$ cat config.mk
export PLATFORM = sky130hd
export DESIGN_NAME = game_sequencer
export DESIGN_NICKNAME = d
export VERILOG_FILES = /design/src/rtl/game_sequencer.sv
export SDC_FILE = /design/constraint.sdc
export NUM_CORES = 1
export LEC_CHECK = 0
export CORE_AREA = 2 2 66 68
export DETAILED_ROUTE_END_ITERATION = 8
export DIE_AREA = 0 0 68 70
export PLACE_DENSITY = 0.83
export SYNTH_ARGS = -nofsm -noshare
export SYNTH_HDL_FRONTEND = slang
export SYNTH_SLANG_ARGS = --single-unit
$ cat constraint.sdc
create_clock -name clk -period 3.08 [get_ports clk]
set_clock_uncertainty 0.2 [all_clocks]
set_input_delay 0.462 -clock clk [delete_from_list [all_inputs] [get_ports clk]]
set_output_delay 0.462 -clock clk [all_outputs]
set_load 0.02 [all_outputs]
$ cat src/rtl/game_sequencer.sv
// game_sequencer: turn controller for the connect-four core.
// Wipes the board, takes column drops, finds the lowest empty row through the
// shared board read port, writes the piece and then hands the read port to the
// victory checker. It tracks the player to move, the move count and the
// win/draw/timeout status of the game.
module game_sequencer #(
  parameter int ROWS          = 6,
  parameter int COLS          = 7,
  parameter int CHECK_TIMEOUT = 255
) (
  input  logic       clk,
  input  logic       rst_n,
  input  logic       new_game,
  input  logic       drop_valid,
  input  logic [2:0] drop_col,
  output logic       drop_ready,
  output logic       move_rejected,
  output logic [2:0] rd_row,
  output logic [2:0] rd_col,
  input  logic [1:0] rd_data,
  output logic       wr_en,
  output logic [2:0] wr_row,
  output logic [2:0] wr_col,
  output logic [1:0] wr_data,
  output logic       vc_start,
  output logic [2:0] vc_move_row,
  output logic [2:0] vc_move_col,
  input  logic [2:0] vc_read_row,
  input  logic [2:0] vc_read_col,
  input  logic       vc_done,
  input  logic [1:0] vc_winner,
  output logic [1:0] current_player,
  output logic [5:0] move_count,
  output logic       game_over,
  output logic [1:0] winner,
  output logic       draw,
  output logic       check_error
);

  localparam logic [2:0] LAST_ROW = 3'(ROWS - 1);
  localparam logic [2:0] LAST_COL = 3'(COLS - 1);
  localparam logic [3:0] NUM_COLS = 4'(COLS);
  localparam logic [5:0] CELLS    = 6'(ROWS * COLS);
  localparam logic [7:0] TMO_LAST = 8'(CHECK_TIMEOUT - 1);

  typedef enum logic [2:0] {
    S_CLEAR,
    S_IDLE,
    S_SCAN,
    S_WRITE,
    S_START,
    S_WAIT,
    S_OVER
  } state_t;

  state_t     state_reg, state_next;
  // row/col counters are shared: wipe address in CLEAR, scan/target cell otherwise
  logic [2:0] row_reg, row_next;
  logic [2:0] col_reg, col_next;
  logic [1:0] player_reg, player_next;
  logic [5:0] count_reg, count_next;
  logic [1:0] winner_reg, winner_next;
  logic       draw_reg, draw_next;
  logic       err_reg, err_next;
  logic       rej_reg, rej_next;
  logic [7:0] tmo_reg, tmo_next;
  logic       wipe;

  // State and status registers; reset drops straight back into a board wipe.
  always_ff @(posedge clk or negedge rst_n) begin
    if (!rst_n) begin
      state_reg  <= S_CLEAR;
      row_reg    <= 3'd0;
      col_reg    <= 3'd0;
      player_reg <= 2'b01;
      count_reg  <= 6'd0;
      winner_reg <= 2'b00;
      draw_reg   <= 1'b0;
      err_reg    <= 1'b0;
      rej_reg    <= 1'b0;
      tmo_reg    <= 8'd0;
    end else begin
      state_reg  <= state_next;
      row_reg    <= row_next;
      col_reg    <= col_next;
      player_reg <= player_next;
      count_reg  <= count_next;
      winner_reg <= winner_next;
      draw_reg   <= draw_next;
      err_reg    <= err_next;
      rej_reg    <= rej_next;
      tmo_reg    <= tmo_next;
    end
  end

  // Next-state logic: sequencing of wipe, scan, write and victory check.
  always_comb begin
    state_next  = state_reg;
    row_next    = row_reg;
    col_next    = col_reg;
    player_next = player_reg;
    count_next  = count_reg;
    winner_next = winner_reg;
    draw_next   = draw_reg;
    err_next    = err_reg;
    rej_next    = 1'b0;
    tmo_next    = tmo_reg;
    wipe        = 1'b0;

    case (state_reg)
      S_CLEAR: begin
        // row-major walk: column advances fastest
        if (col_reg == LAST_COL) begin
          col_next = 3'd0;
          if (row_reg == LAST_ROW) begin
            row_next   = 3'd0;
            state_next = S_IDLE;
          end else begin
            row_next = row_reg + 3'd1;
          end
        end else begin
          col_next = col_reg + 3'd1;
        end
      end

      S_IDLE: begin
        // a new game request takes precedence over a simultaneous drop
        if (new_game) begin
          wipe = 1'b1;
        end else if (drop_valid) begin
          if ({1'b0, drop_col} >= NUM_COLS) begin
            rej_next = 1'b1;
          end else begin
            col_next   = drop_col;
            row_next   = 3'd0;
            state_next = S_SCAN;
          end
        end
      end

      S_SCAN: begin
        // any non-empty code (including the unused 11) counts as occupied
        if (rd_data == 2'b00) begin
          state_next = S_WRITE;
        end else if (row_reg < LAST_ROW) begin
          row_next = row_reg + 3'd1;
        end else begin
          rej_next   = 1'b1;
          state_next = S_IDLE;
        end
      end

      S_WRITE: begin
        count_next = count_reg + 6'd1;
        state_next = S_START;
      end

      S_START: begin
        tmo_next   = 8'd0;
        state_next = S_WAIT;
      end

      S_WAIT: begin
        // a win on the board-filling move is reported as a win, not a draw
        if (vc_done) begin
          if (vc_winner != 2'b00) begin
            winner_next = vc_winner;
            state_next  = S_OVER;
          end else if (count_reg == CELLS) begin
            draw_next  = 1'b1;
            state_next = S_OVER;
          end else begin
            player_next = player_reg ^ 2'b11;
            state_next  = S_IDLE;
          end
        end else if (tmo_reg == TMO_LAST) begin
          err_next   = 1'b1;
          state_next = S_OVER;
        end else begin
          tmo_next = tmo_reg + 8'd1;
        end
      end

      S_OVER: begin
        if (new_game) begin
          wipe = 1'b1;
        end
      end

      default: begin
        state_next = S_CLEAR;
        row_next   = 3'd0;
        col_next   = 3'd0;
      end
    endcase

    // starting a new game resets every piece of game status
    if (wipe) begin
      state_next  = S_CLEAR;
      row_next    = 3'd0;
      col_next    = 3'd0;
      player_next = 2'b01;
      count_next  = 6'd0;
      winner_next = 2'b00;
      draw_next   = 1'b0;
      err_next    = 1'b0;
      tmo_next    = 8'd0;
    end
  end

  // Output decode: write port, read-port ownership and handshakes.
  always_comb begin
    drop_ready = (state_reg == S_IDLE);
    wr_en      = (state_reg == S_CLEAR) || (state_reg == S_WRITE);
    wr_row     = wr_en ? row_reg : 3'd0;
    wr_col     = wr_en ? col_reg : 3'd0;
    wr_data    = (state_reg == S_WRITE) ? player_reg : 2'b00;
    vc_start   = (state_reg == S_START);
    rd_row     = 3'd0;
    rd_col     = 3'd0;
    if (state_reg == S_SCAN) begin
      rd_row = row_reg;
      rd_col = col_reg;
    end else if ((state_reg == S_START) || (state_reg == S_WAIT)) begin
      rd_row = vc_read_row;
      rd_col = vc_read_col;
    end
  end

  // row/col hold still from START until the checker finishes
  assign vc_move_row    = row_reg;
  assign vc_move_col    = col_reg;
  assign move_rejected  = rej_reg;
  assign current_player = player_reg;
  assign move_count     = count_reg;
  assign game_over      = (state_reg == S_OVER);
  assign winner         = winner_reg;
  assign draw           = draw_reg;
  assign check_error    = err_reg;

endmodule

; After elaboration in Yosys (flattened, before gate mapping)
; Cells that the tools add are included.
[op_classes]
n_addsub = 4
magnitude_cmp = 2
eq_ne = 27
mux = 67
n_bitwise = 1
n_reduce_logical = 23
[op_table]
columns = cell, n
row1 = 2-to-1 mux 3 bit, 31
row2 = 2-to-1 mux 8 bit, 3
row3 = inequality test 3 bit (second input constant), 7
row4 = case mux 3 bit (7 select lines), 1
row5 = 2-to-1 mux 2 bit, 10
row6 = 2-to-1 mux 1 bit, 16
row7 = case mux 8 bit (2 select lines), 1
row8 = == test 3 bit (second input constant), 5
row9 = nonzero test 2 bit, 7
row10 = 2-to-1 mux 6 bit, 2
row11 = case mux 3 bit (4 select lines), 1
row12 = AND reduction 4 bit, 3
row13 = case mux 3 bit (3 select lines), 1
row14 = AND reduction 3 bit, 3
row15 = adder 8 x 1 -> 8 bit (second input constant), 1
row16 = == test 8 bit (second input constant), 1
row17 = inequality test 2 x 1 -> 1 bit (second input constant), 4
row18 = inequality test 4 bit (second input constant), 2
row19 = AND reduction 8 bit, 1
row20 = AND reduction 7 bit, 1
row21 = adder 3 x 1 -> 3 bit (second input constant), 2
row22 = adder 6 x 1 -> 6 bit (second input constant), 1
row23 = == test 3 x 2 -> 1 bit (second input constant), 2
row24 = == test 6 bit (second input constant), 1
row25 = 14 further kinds, 17
[word_totals]
reg_bits = 30
word_cells = 134

; Longest topological paths before layout
[depth]
word_depth = 6
ltp_mapped = 7

; Worst setup path before layout
; No wires, ideal clock.
[synth_timing]
kind = register -> output
start = register state_reg[2]
end = output port wr_col[0]
t_arrival_ns = 1.481
slack_ns = 0.937
stages_incl_launch_ff = 5
n_path_buf = 2
cell_sequence = dfrtp_1 > buf_4 > buf_2 > nor3_2 > and2_1
[synth_via]
elab_chain_len = 3
[synth_lines]
columns = item, line_no
row1 = from (decl), 56  ; state_t state_reg, state_next;
row2 = from (signal assigned), 83  ; state_reg <= state_next;
row3 = == test 3 x 2 -> 1 bit / zero test 3 bit (equally long branches), 214  ; wr_en = (state_reg == S_CLEAR) || (state_reg == S_WRITE);
row4 = logical OR 1 bit (*), 214
row5 = net wr_en, 21  ; output logic wr_en,
row6 = 2-to-1 mux 3 bit (*), 216  ; wr_col = wr_en ? col_reg : 3'd0;
row7 = to (decl), 23  ; output logic [2:0] wr_col,
; Mark *: on every way through the listed nets, which the timed path passes. The rest lies on a longest branch.

; Worst setup path in the final report
[layout_timing]
start = register state_reg[1]
end = output port wr_col[0]
[layout_via]
elab_chain_len = 3
[layout_lines]
columns = item, line_no
row1 = == test 3 x 2 -> 1 bit / zero test 3 bit (equally long branches), 214
row2 = logical OR 1 bit (*), 214
row3 = 2-to-1 mux 3 bit (*), 216
; Mark *: on every way between the ends. The rest lies on a longest branch, timed or not.

==> summary.txt <==
status: complete, no violations
Worst VDD drop: 0.507 mV
largest net degree at the start of global routing: 31
drt first pass iters: 4
Resize count post-CTS: 0
first-pass GRT wire length: 8190 um
initial drt markers: 152
Starting Density: 48.8%
Post-CTS Setup Inserts: 0
GRT Total Usage: 22.5%
MaxCap Viol Count: 0
CTS Buffer Depth: 2
Clk Latency, worst-skew pair: 0.29 ns
# rows: 24
H-Tree Level Count: 2
WL/cell: 15.0 um
layout cell share with drive strength beyond 1: 11.7%
gp weighted congestion: 0.904
critical path launch point type: register
Clk pin slew, worst setup/hold paths: 0.07 ns
crit share post-route: 91.0%
Syn Nets: 248
Core ar.: 0.00414 mm^2
P&R area growth vs syn: 34.2%
worst-path fanout max: 12
crit path DAT: 2.14 ns
Die Ht: 70 um
die width: 68 um
#FFs+latches synth: 30
RSZ-0062 raised after global routing: no
FFs w/ async S/R, synth: 100%
Worst Max-Slew Pin Slew: 0.468 ns
Post-synth EDFFs: 0
Worst Hold Endpoint: winner[0]$_DFFE_PN0P_
R2R Path Start: tmo_reg[0]$_DFFE_PN0P_
initial antenna violation count: 0
Yosys cell types: 56
port bufs: 54
synthesized instance count: 224
Max stage delay on crit path: 0.61 ns
Final Critical Period: 2.80 ns
synth top area cells: dfrtp_1 36%, xor2_1 4.8%, nand2_1 4.5%, nor2_1 4.5%, and2_1 4.0%
Pwr Density: 903 mW/mm^2
Num Clock Sinks: 30
area share of the largest cell type after synthesis: 35.9%
GRT overflow: 0
final instance area: 0.00271 mm^2
WS Path Type: reg2out
antenna cell count: 0
Final Max Slew Viols: 0
Fin. Hold Viols: 0
largest area contributor in the netlist: dfrtp_1
Lkg Pwr: 0.00116 uW
Worst path slowest cell: clkdlybuf4s50_1
required time worst endpoint: 2.42 ns
Avg Cell Area, Syn: 9.03 um^2
vias post-DR: 1888
post-route insts no fill: 333
CTS tree: done
crit path cell chain: nor2b_2 -> nor3_2 -> and2_1 -> clkdlybuf4s50_1
placed cell area: 0.00260 mm^2
die area: 0.00476 mm^2
total design power: 2450 uW
highest clock rate: 357 MHz
hold depth: 2
max FFs per register: 8
Post-Syn Area: 0.00202 mm^2
HP Class: reg2reg
Max-slew headroom: 68.5%
most frequent cell after synthesis: dfrtp_1
top_reg_cell synth: dfrtp_1
HP Start: winner[0]$_DFFE_PN0P_
Routed Antenna Nets: 0
placed cells: 325
post-synthesis sequential area ratio: 37.2%
CTS Buf Count: 5
IO Pins: 55
vias in the first global route: 1773
CP top delay family: simple AND/OR/NAND/NOR gates
FILL cells: 351
Buf+Inv Stages, Crit Path: 1
post-route setup TNS: 0 ns
final WL: 4980 um
# hold bufs at CTS: 0
final setup vio count: 0
reg-to-reg endpoint: state_reg[1]$_DFFE_PN0P_
Avg Vias per Cell: 5.67
Worst Reg-to-Reg Cells: 7
FF-to-FF setup slack: 0.95 ns
Final Net Count: 304
crit end category: primary output
Post-DP HPWL: 3590 um
Commonest cells post-synth: 29 x dfrtp_1, 24 x nand2_1, 24 x nor2_1, 13 x and2_1, 11 x xor2_1
DR DRC count: 0
Root Driver: clkbuf_8
Ys Warns: 0
-- where the power goes --
group / switching, uW / total, uW / leakage, uW / internal, uW
sequential: 172 / 677 / 0.000400 / 505
clock: 162 / 403 / 0.0000504 / 240
combinational: 743 / 1370 / 0.000707 / 629
-- final cells by class --
type                    count  area, um^2  area share, %
multi-input cells         177        1180           43.4
flip-flops and latches     30         752           27.7
repair buffers             59         578           21.3
clock buffers               5        68.8           2.54
well taps                  52        65.1           2.40
clock inverters             3        45.0           1.66
inverters                   7        26.3          0.969
-- logic make-up (layout without fill, tap and decap cells) --
group	after synthesis	after routing	synth area share [%]
AND/OR/NAND/NOR	103	103	28.0
buffers and inverters	17	74	4.58
flip-flops	30	30	37.2
multiplexers	4	4	2.17
AO/OA/AOI/OAI	52	52	19.1
adder cells (fa/ha/maj)	6	6	3.71
XOR/XNOR	12	12	5.20
-- worst max-delay path by stage --
stage / start / to / slack, ns / depth (start not counted)
after CTS: state_reg[1]$_DFFE_PN0P_ / wr_col[0] / 0.29 / 4
after floorplan: state_reg[2]$_DFFE_PN0P_ / wr_col[0] / 0.94 / 4
after global placement: state_reg[1]$_DFFE_PN0P_ / wr_row[0] / 0.68 / 4
final: state_reg[1]$_DFFE_PN0P_ / wr_col[0] / 0.28 / 4
after detailed placement: state_reg[1]$_DFFE_PN0P_ / wr_col[0] / 0.61 / 4
after global routing: state_reg[1]$_DFFE_PN0P_ / wr_col[0] / 0.16 / 4
-- metrics by stage --
step	util (%)	hold slack, ns	setup slack, ns
after floorplan	-	-0.0336	0.937
after global placement	62.7	0.298	0.676
after detailed placement	62.7	0.314	0.610
after CTS	65.5	0.326	0.286
after global routing	65.5	0.351	0.162
final	65.5	0.323	0.278
-- layout by cell type (no fill, tap or decap), drive strengths merged, types with 4 or more instances in the layout --
cell type and n:
and2 13, nand2 24, nor2b 4, a21oi 11, a32o 4, nand4 7
inv 7, xor2 11, clkdlybuf4s50 54, ha 6, clkbuf 5, nor3 5
nor2 25, dfrtp 29, nand3 7, o21ai 14, nand2b 4, buf 5
-- worst reg2reg max path, delay by kind of cell, from the launching register on --
family                   cells  cell delay [ns]
AND/OR/NAND/NOR              3             0.48
flip-flops                   1             0.41
multiplexers                 1             0.34
AO/OA/AOI/OAI                1             0.31
adder cells (fa/ha/maj)      1             0.20
buffers and inverters        1             0.06
-- metal layers --
layer | share of wire, % | GRT usage, % | vias to the layer above
li1 | - | - | 919
met1 | 45 | 30.0 | 903
met2 | 47 | 35.0 | 59
met3 | 7.0 | 6.28 | 7
met4 | 1.4 | 7.33 | 0
met5 | 0 | 0 | -
No activity file was read; power rests on OpenSTA's default activity.
